`src/rtl/arb_pkg.sv`:
```
// Shared constants for the RAM arbiter: FSM state encoding and bus width defaults.
package arb_pkg;

    localparam int AW_DEF = 32;
    localparam int DW_DEF = 32;

    typedef logic [1:0] state_t;

    localparam logic [1:0] ST_IDLE = 2'd0;  // no owner, arbitrating
    localparam logic [1:0] ST_BUSY = 2'd1;  // owner granted for one transaction
    localparam logic [1:0] ST_LOCK = 2'd2;  // owner holds the RAM across transactions

endpackage

```
`src/rtl/rr_pick.sv`:
```
// Combinational round-robin picker: returns the first requester at or after ptr
// (wrapping modulo N) as a one-hot vector, plus a flag that any request is present.
module rr_pick #(
    parameter int N  = 4,
    parameter int PW = 2
) (
    input  logic [N-1:0]  req,
    input  logic [PW-1:0] ptr,
    output logic [N-1:0]  grant,
    output logic          any
);

    logic [N-1:0] rot;
    logic [N-1:0] rot_grant;

    // Rotate so ptr sits at bit 0, isolate the lowest set bit, rotate back.
    always_comb begin
        rot       = N'({req, req} >> ptr);
        rot_grant = rot & (~rot + N'(1));
        grant     = N'(({rot_grant, rot_grant} << ptr) >> N);
        any       = |req;
    end

endmodule

```
`src/rtl/ram_arbiter.sv`:
```
// Round-robin arbiter sharing one RAM port between N_PORTS caches. A grant covers
// one transaction; a cache holding c_atomic keeps ownership across several.
module ram_arbiter
    import arb_pkg::*;
#(
    parameter int N_PORTS = 4,
    parameter int AW      = AW_DEF,
    parameter int DW      = DW_DEF,
    parameter int PW      = 2
) (
    input  logic                  clk,
    input  logic                  rst_n,
    input  logic [N_PORTS-1:0]    c_read,
    input  logic [N_PORTS-1:0]    c_write,
    input  logic [N_PORTS*AW-1:0] c_addr,
    input  logic [N_PORTS*DW-1:0] c_data_w,
    input  logic [N_PORTS-1:0]    c_atomic,
    output logic [N_PORTS-1:0]    c_wait,
    output logic [DW-1:0]         c_data_r,
    output logic [N_PORTS-1:0]    c_permit,
    output logic                  m_read,
    output logic                  m_write,
    output logic [AW-1:0]         m_addr,
    output logic [DW-1:0]         m_data_w,
    input  logic                  m_wait,
    input  logic [DW-1:0]         m_data_r
);

    state_t               state;
    logic [PW-1:0]        rr_ptr;
    logic [N_PORTS-1:0]   req;
    logic [N_PORTS-1:0]   pick_grant;
    logic                 pick_any;
    logic                 active;
    logic                 done;

    logic [AW-1:0]        sel_addr;
    logic [DW-1:0]        sel_data;
    logic                 sel_read;
    logic                 sel_write;
    logic                 owner_req;
    logic                 owner_atomic;
    logic [PW-1:0]        nxt_ptr;

    assign req = c_read | c_write;

    rr_pick #(
        .N  (N_PORTS),
        .PW (PW)
    ) u_pick (
        .req   (req),
        .ptr   (rr_ptr),
        .grant (pick_grant),
        .any   (pick_any)
    );

    // Select the owner's request fields and its successor pointer off the one-hot permit.
    always_comb begin
        // NOTE: every variable gets a default before the loop so no latch is inferred.
        sel_addr     = '0;
        sel_data     = '0;
        sel_read     = 1'b0;
        sel_write    = 1'b0;
        owner_atomic = 1'b0;
        nxt_ptr      = '0;
        for (int k = 0; k < N_PORTS; k++) begin
            if (c_permit[k]) begin
                sel_addr     = c_addr[k*AW +: AW];
                sel_data     = c_data_w[k*DW +: DW];
                sel_write    = c_write[k];
                sel_read     = c_read[k] & ~c_write[k];  // write wins when both are high
                owner_atomic = c_atomic[k];
                nxt_ptr      = (k == N_PORTS - 1) ? '0 : PW'(k + 1);
            end
        end
        owner_req = sel_read | sel_write;
    end

    // The RAM only sees the owner while a grant is live; state resets
    // asynchronously, so strobes drop the moment rst_n falls.
    assign active   = (state == ST_BUSY) || (state == ST_LOCK);
    assign m_read   = active & sel_read;
    assign m_write  = active & sel_write;
    assign m_addr   = active ? sel_addr : '0;
    assign m_data_w = active ? sel_data : '0;
    assign c_data_r = m_data_r;
    assign done     = (m_read | m_write) & ~m_wait;

    // The owner follows the RAM stall; everybody else waiting is held off.
    assign c_wait = active ? ((req & ~c_permit) | (c_permit & {N_PORTS{m_wait}})) : req;

    // Arbitration FSM: grant in IDLE, one transfer in BUSY, held transfers in LOCK.
    always_ff @(posedge clk or negedge rst_n) begin
        if (!rst_n) begin
            state    <= ST_IDLE;
            c_permit <= '0;
            rr_ptr   <= '0;
        end else begin
            // NOTE: non-blocking assignments so every register samples pre-edge values.
            case (state)
                ST_IDLE: begin
                    if (pick_any) begin
                        c_permit <= pick_grant;
                        state    <= ST_BUSY;
                    end
                end
                ST_BUSY: begin
                    if (done && owner_atomic) begin
                        state <= ST_LOCK;
                    end else if (done || !owner_req) begin
                        state    <= ST_IDLE;
                        c_permit <= '0;
                        rr_ptr   <= nxt_ptr;
                    end
                end
                ST_LOCK: begin
                    if (!owner_atomic && (!owner_req || done)) begin
                        state    <= ST_IDLE;
                        c_permit <= '0;
                        rr_ptr   <= nxt_ptr;
                    end
                end
                default: begin
                    state    <= ST_IDLE;
                    c_permit <= '0;
                end
            endcase
        end
    end

endmodule

```
`config.mk`:
```
export PLATFORM = sky130hd
export DESIGN_NAME = ram_arbiter
export DESIGN_NICKNAME = d
export VERILOG_FILES = /design/src/rtl/arb_pkg.sv /design/src/rtl/rr_pick.sv /design/src/rtl/ram_arbiter.sv
export SDC_FILE = /design/constraint.sdc
export NUM_CORES = 1
export LEC_CHECK = 0
export BUFFER_PORTS_ARGS = -buffer_cell sky130_fd_sc_hd__buf_2
export CORE_AREA = 2 2 157 159
export DETAILED_ROUTE_END_ITERATION = 16
export DIE_AREA = 0 0 159 161
export PLACE_DENSITY = 0.47
export SYNTH_ARGS = -nofsm -noshare
export SYNTH_HDL_FRONTEND = slang
export SYNTH_SLANG_ARGS = --single-unit
```
`constraint.sdc`:
```
create_clock -name clk -period 2.4 [get_ports clk]
set_input_delay 0.6 -clock clk [delete_from_list [all_inputs] [get_ports clk]]
set_output_delay 0.6 -clock clk [all_outputs]
set_load 0.005 [all_outputs]
```
Word-level counts from Yosys, hierarchy flattened
Cells that the tools add are included.

Add/sub/neg operators: 1. Multipliers: 0. Div/mod/pow operators: 0. Magnitude comparators: 0. Equality and inequality tests: 7. Shifts and indexed selects: 2. Multiplexer cells: 41. Bitwise logic cells: 21. Reduce and logical (&&, ||, !) cells: 12.

Operator list (count): 2-to-1 mux 32 bit (10); 2-to-1 mux 2 bit (10); 2-to-1 mux 4 bit (5); 2-to-1 mux 1 bit (13); bitwise AND 4 bit (3); one-hot mux 4 bit (3 select lines) (1); NOT 4 bit (2); OR 4 bit (2); AND reduction 4 bit (2); left shift 8 x 2 -> 8 bit (1); >> shifter 8 x 2 -> 4 bit (1); bitwise AND 1 bit (7); one-hot mux 2 bit (3 select lines) (1); NOT 1 bit (5); adder 4 x 1 -> 4 bit, second input constant (1); != test 2 x 1 -> 1 bit, second input constant (2); != test 2 bit, second input constant (2); one-hot mux 2 bit (2 select lines) (1); OR reduction 4 bit (1); != test 3 x 1 -> 1 bit, second input constant (1); AND reduction 3 bit (1); equality test 2 x 1 -> 1 bit, second input constant (1); equality test 2 bit, second input constant (1); logical AND 1 bit (2); other kinds (5) (8).

Bits in registers: 8. Latch bits: 0. Memory bits (writable): 0. ROM bits: 0. Bits of input ports: 303. Output and inout bits: 106. Logic and storage cells: 87. Memories kept: 0.

Depth between registers and ports, before layout
Word-level depth: 13. Depth in mapped cells: 8. Depth with buffers taken out: 7.

Modules after synthesis
From an unflattened synthesis, not the netlist that was laid out.

Cell total of the unflattened synthesis: 503. Area, all modules: 3201.8 µm².

By module, submodules not included: ram_arbiter (instances 1, cells each 484, area an instance 3084.2 µm², sequential area each 200.2 µm²); rr_pick (instances 1, cells each 19, area an instance 117.6 µm², sequential area each 0.0 µm²).

Least setup slack after synthesis
Ideal clock, no wire load.

Kind: reg-to-output. Start point: reg c_permit[1]. End point: out m_addr[13]. Data arrival time: 1.527 ns. Required time: 1.800 ns. Slack: 0.273 ns. Cell stages (with the launch flop): 9. Buffers on the path: 3. Cells stage by stage: dfrtp_1 > buf_2 > nor2b_1 > buf_2 > buf_2 > a221oi_1 > nor3_1 > a21oi_1 > nor2b_1.

Longest elaborated chain between the ends: 4.

RTL lines: start: declaration (line ram_arbiter.sv:20) `output logic [N_PORTS-1:0] c_permit,`; start signal: assignment (line ram_arbiter.sv:103) `c_permit <= pick_grant;`; 2-to-1 mux 32 bit (3 in a row) (line ram_arbiter.sv:67) `if (c_permit[k]) begin`; 2-to-1 mux 32 bit (line ram_arbiter.sv:84) `assign m_addr = active ? sel_addr : '0;`; end: declaration (line ram_arbiter.sv:23) `output logic [AW-1:0] m_addr,`.

No other way between the ends.

Worst setup path after layout
Start point: reg c_permit[1]. End point: out m_addr[20].

Same word-level chain as after synthesis.

==> reports/metrics.yaml <==
outcome:
  outcome: "complete, but fails checks"
  violations: "setup timing"
final_layout:
  diodes: 0
  design_area_mm2: 0.00553
  fill_cells: 2720
  area.sequential_um2: 209
  fin_nets: 1096
  syn_to_final_growth_pct: 69.3
  multiInputGateArea_mm2: 0.00269
  drive_gt1_frac: 0.518
yosys:
  syn_inst: 495
  ys.flop_type: "dfrtp_1"
  synth_area_leader_cell: "nor2b_1"
  synth_cell_type_count: 42
  synth_top_area_frac: 0.249
  synth_seq_cells: 8
  synth_common_cells: "130 x nor2b_1, 75 x a21oi_1, 65 x a221oi_1, 65 x nor3_1, 42 x clkbuf_1"
  synthTopCellsByArea: "nor2b_1 25%, a221oi_1 17%, a21oi_1 11%"
  syn-cell-area_mm2: 0.00327
  ys_warn_count: 0
  synth_edf_count: 0
  synth.most_common_cell: "nor2b_1"
  syn_area_per_cell_um2: 6.60
  async_reset_ff_frac: 1.00
  yosysSeqAreaShare: 0.0613
  syn-num-nets: 801
clock_network:
  cts-buffers-inserted: 3
  cts-root-buf: "clkbuf_16"
  insertion_delay_ns: 0.24
  hold_buffers: 0
  cts_tree: "built"
  clk_path_buf_depth: 2
  cts_max_level: 1
  cts_num_sinks: 8
  clk_pin_slew_ns: 0.04
power_and_ir_drop:
  peakVddDrop_mv: 0.418
  p_per_area_mw_per_mm2: 1090
  p_leak_nw: 2.64
placement:
  pre_cts_slack_ns: -0.0275
  hpwl_um: 13300
  place_area_mm2: 0.00524
  io_buffers: 344
  gp_congestion: 0.807
routing:
  wl_per_cell_um: 16.3
  vias: 4918
  drtAntennaViolNets: 0
  drt-initial-drc-count: 329
  drt_pass1_iterations: 6
  routed_wl_um: 18100
  vias_per_cell: 4.42
  drc_errors: 0
global_routing:
  grt_first_pass_wirelength_um: 25300
  grt-ovfl-total: 0
  antenna_found_initial: 0
  grt_pass1_vias: 4665
  grt_max_degree: 72
  gr-usage-all-layers: 0.121
worst_setup_path:
  r2r_start: "c_permit[1]"
  crit_path_end: "m_addr[20]"
  critPathKind: "reg2out"
  startpoint: "c_permit[1]"
  crit_path_max_fanout: 36
  r2r_cells: 6
  r2r-end: "c_permit[1]"
  cp-end-kind: "primary output"
  worstPathArrival_ns: 1.81
  reg2reg_slack_ns: 0.25
  critPathLaunchType: "flip-flop"
  cp.required_ns: 1.80
timing:
  rsz0062_at_grt: "true"
  fmaxAchievable_mhz: 414
  period_share: 1.01
  setup_tns_ns: -0.0202
  setup_violations: 2
  worst_slew_pin_slew_ns: 0.431
  relSlewSlack: 0.712
  hold_viol: 0
  final_max_slew_viol_count: 0
  postLayoutSetupSlackWorst_ns: -0.0144
  fin_crit_ns: 2.41
  clock_skew_ns: 0.00248
floorplanning:
  io_pins: 409
  core_mm2: 0.0240
  die_height_um: 161
  die-area_mm2: 0.0256
  start_util: 0.136
  die-width_um: 159
  rows: 57
run:
  cap_violations: 0
min_path:
  hold_class: "in2async"
-- flip-flops by register name, indices dropped and copies added, names as in the netlist --
| signal | flops |
|---|---|
| rr_ptr | 2 |
| state | 2 |
| c_permit | 4 |
-- cell families (layout without fill, tap and decap cells) --
| family | count (synthesis) | after routing | share of synthesized area |
|---|---|---|---|
| AND/OR/NAND/NOR | 226 | 226 | 0.401 |
| AO/OA/AOI/OAI | 160 | 160 | 0.352 |
| adder cells (fa/ha/maj) | 3 | 3 | 0.0115 |
| multiplexers | 7 | 7 | 0.0260 |
| buffers and inverters | 91 | 385 | 0.149 |
| flip-flops | 8 | 8 | 0.0613 |
-- worst max-delay path, stage by stage, from the launching register on --
cell and delay, ns:
dfrtp_2 0.44, nor2b_4 0.18, buf_12 0.22, a221oi_2 0.08
nor3_1 0.25, a21oi_1 0.08, nor2b_1 0.14, buf_2 0.13
-- where the power goes --
part / leakage, nW / switching (mW) / internal (mW)
Combinational: 2.50 / 2.84 / 2.60
Sequential: 0.100 / 0.0648 / 0.193
Clock: 0.0382 / 0.0805 / 0.223
Total: 2.64 / 2.99 / 3.02
-- area by class of cell --
cell class / count / area share
inverters: 7 / 0.00475
multi-input cells: 396 / 0.487
repair buffers: 374 / 0.383
flip-flops and latches: 8 / 0.0378
well taps: 324 / 0.0733
clock buffers: 4 / 0.0142
-- worst min-delay path by stage --
stage | end | slack (ns) | cells after the start
2_1_floorplan | c_permit[0] | 0.30 | 0
3_3_place_gp | rr_ptr[1] | 0.46 | 1
3_5_place_dp | rr_ptr[1] | 0.46 | 1
4_1_cts | state[1] | 0.21 | 1
5_1_grt | rr_ptr[1] | 0.22 | 1
6_report | state[1] | 0.20 | 1
-- metal layers --
layer,part of all wire,vias up,GRT usage
met1,0.40,2227,0.147
met2,0.50,280,0.224
met4,0.021,0,0.0293
met3,0.075,25,0.0203
li1,-,2386,-
met5,0,-,0
-- what timing repair did --
action                                  4_1_cts  5_1_grt
pin swaps                                     0        1
resized for setup                             8       11
gates cloned                                  0        3
buffers inserted                              0        4
endpoints found under the setup margin        7       47
-- stage by stage --
stage / utilization / instances / total power [mW] / hold WS, ns
2_1_floorplan: - / 495 / 3.43 / 0.304
3_3_place_gp: 0.219 / 1102 / 5.30 / 0.461
3_5_place_dp: 0.219 / 1102 / 5.29 / 0.463
4_1_cts: 0.224 / 1106 / 5.69 / 0.210
5_1_grt: 0.231 / 1113 / 6.62 / 0.216
6_report: 0.231 / 1113 / 6.00 / 0.203
-- layout by cell type, fill, tap and decap left out, drive strengths merged --
cell type / netlist / final
nor4: 2 / 2
o21ai: 2 / 2
a32oi: 1 / 1
o21bai: 2 / 2
o221ai: 3 / 3
a221oi: 66 / 66
mux2i: 4 / 4
a21bo: 1 / 1
clkbuf: 42 / 7
inv: 7 / 7
a21oi: 76 / 76
dfrtp: 8 / 8
nor2b: 130 / 130
nand2b: 2 / 2
a21o: 1 / 1
mux2: 3 / 3
nand2: 8 / 8
nor4bb: 1 / 1
nor3b: 2 / 2
o211ai: 1 / 1
or2: 1 / 1
nor3: 65 / 65
buf: 42 / 371
and3b: 1 / 1
a211o: 1 / 1
nand3b: 1 / 1
o32ai: 1 / 1
and3: 1 / 1
nor2: 12 / 12
a311oi: 2 / 2
o32a: 1 / 1
a21boi: 2 / 2
ha: 3 / 3
Power figures use the tool's default switching activity.
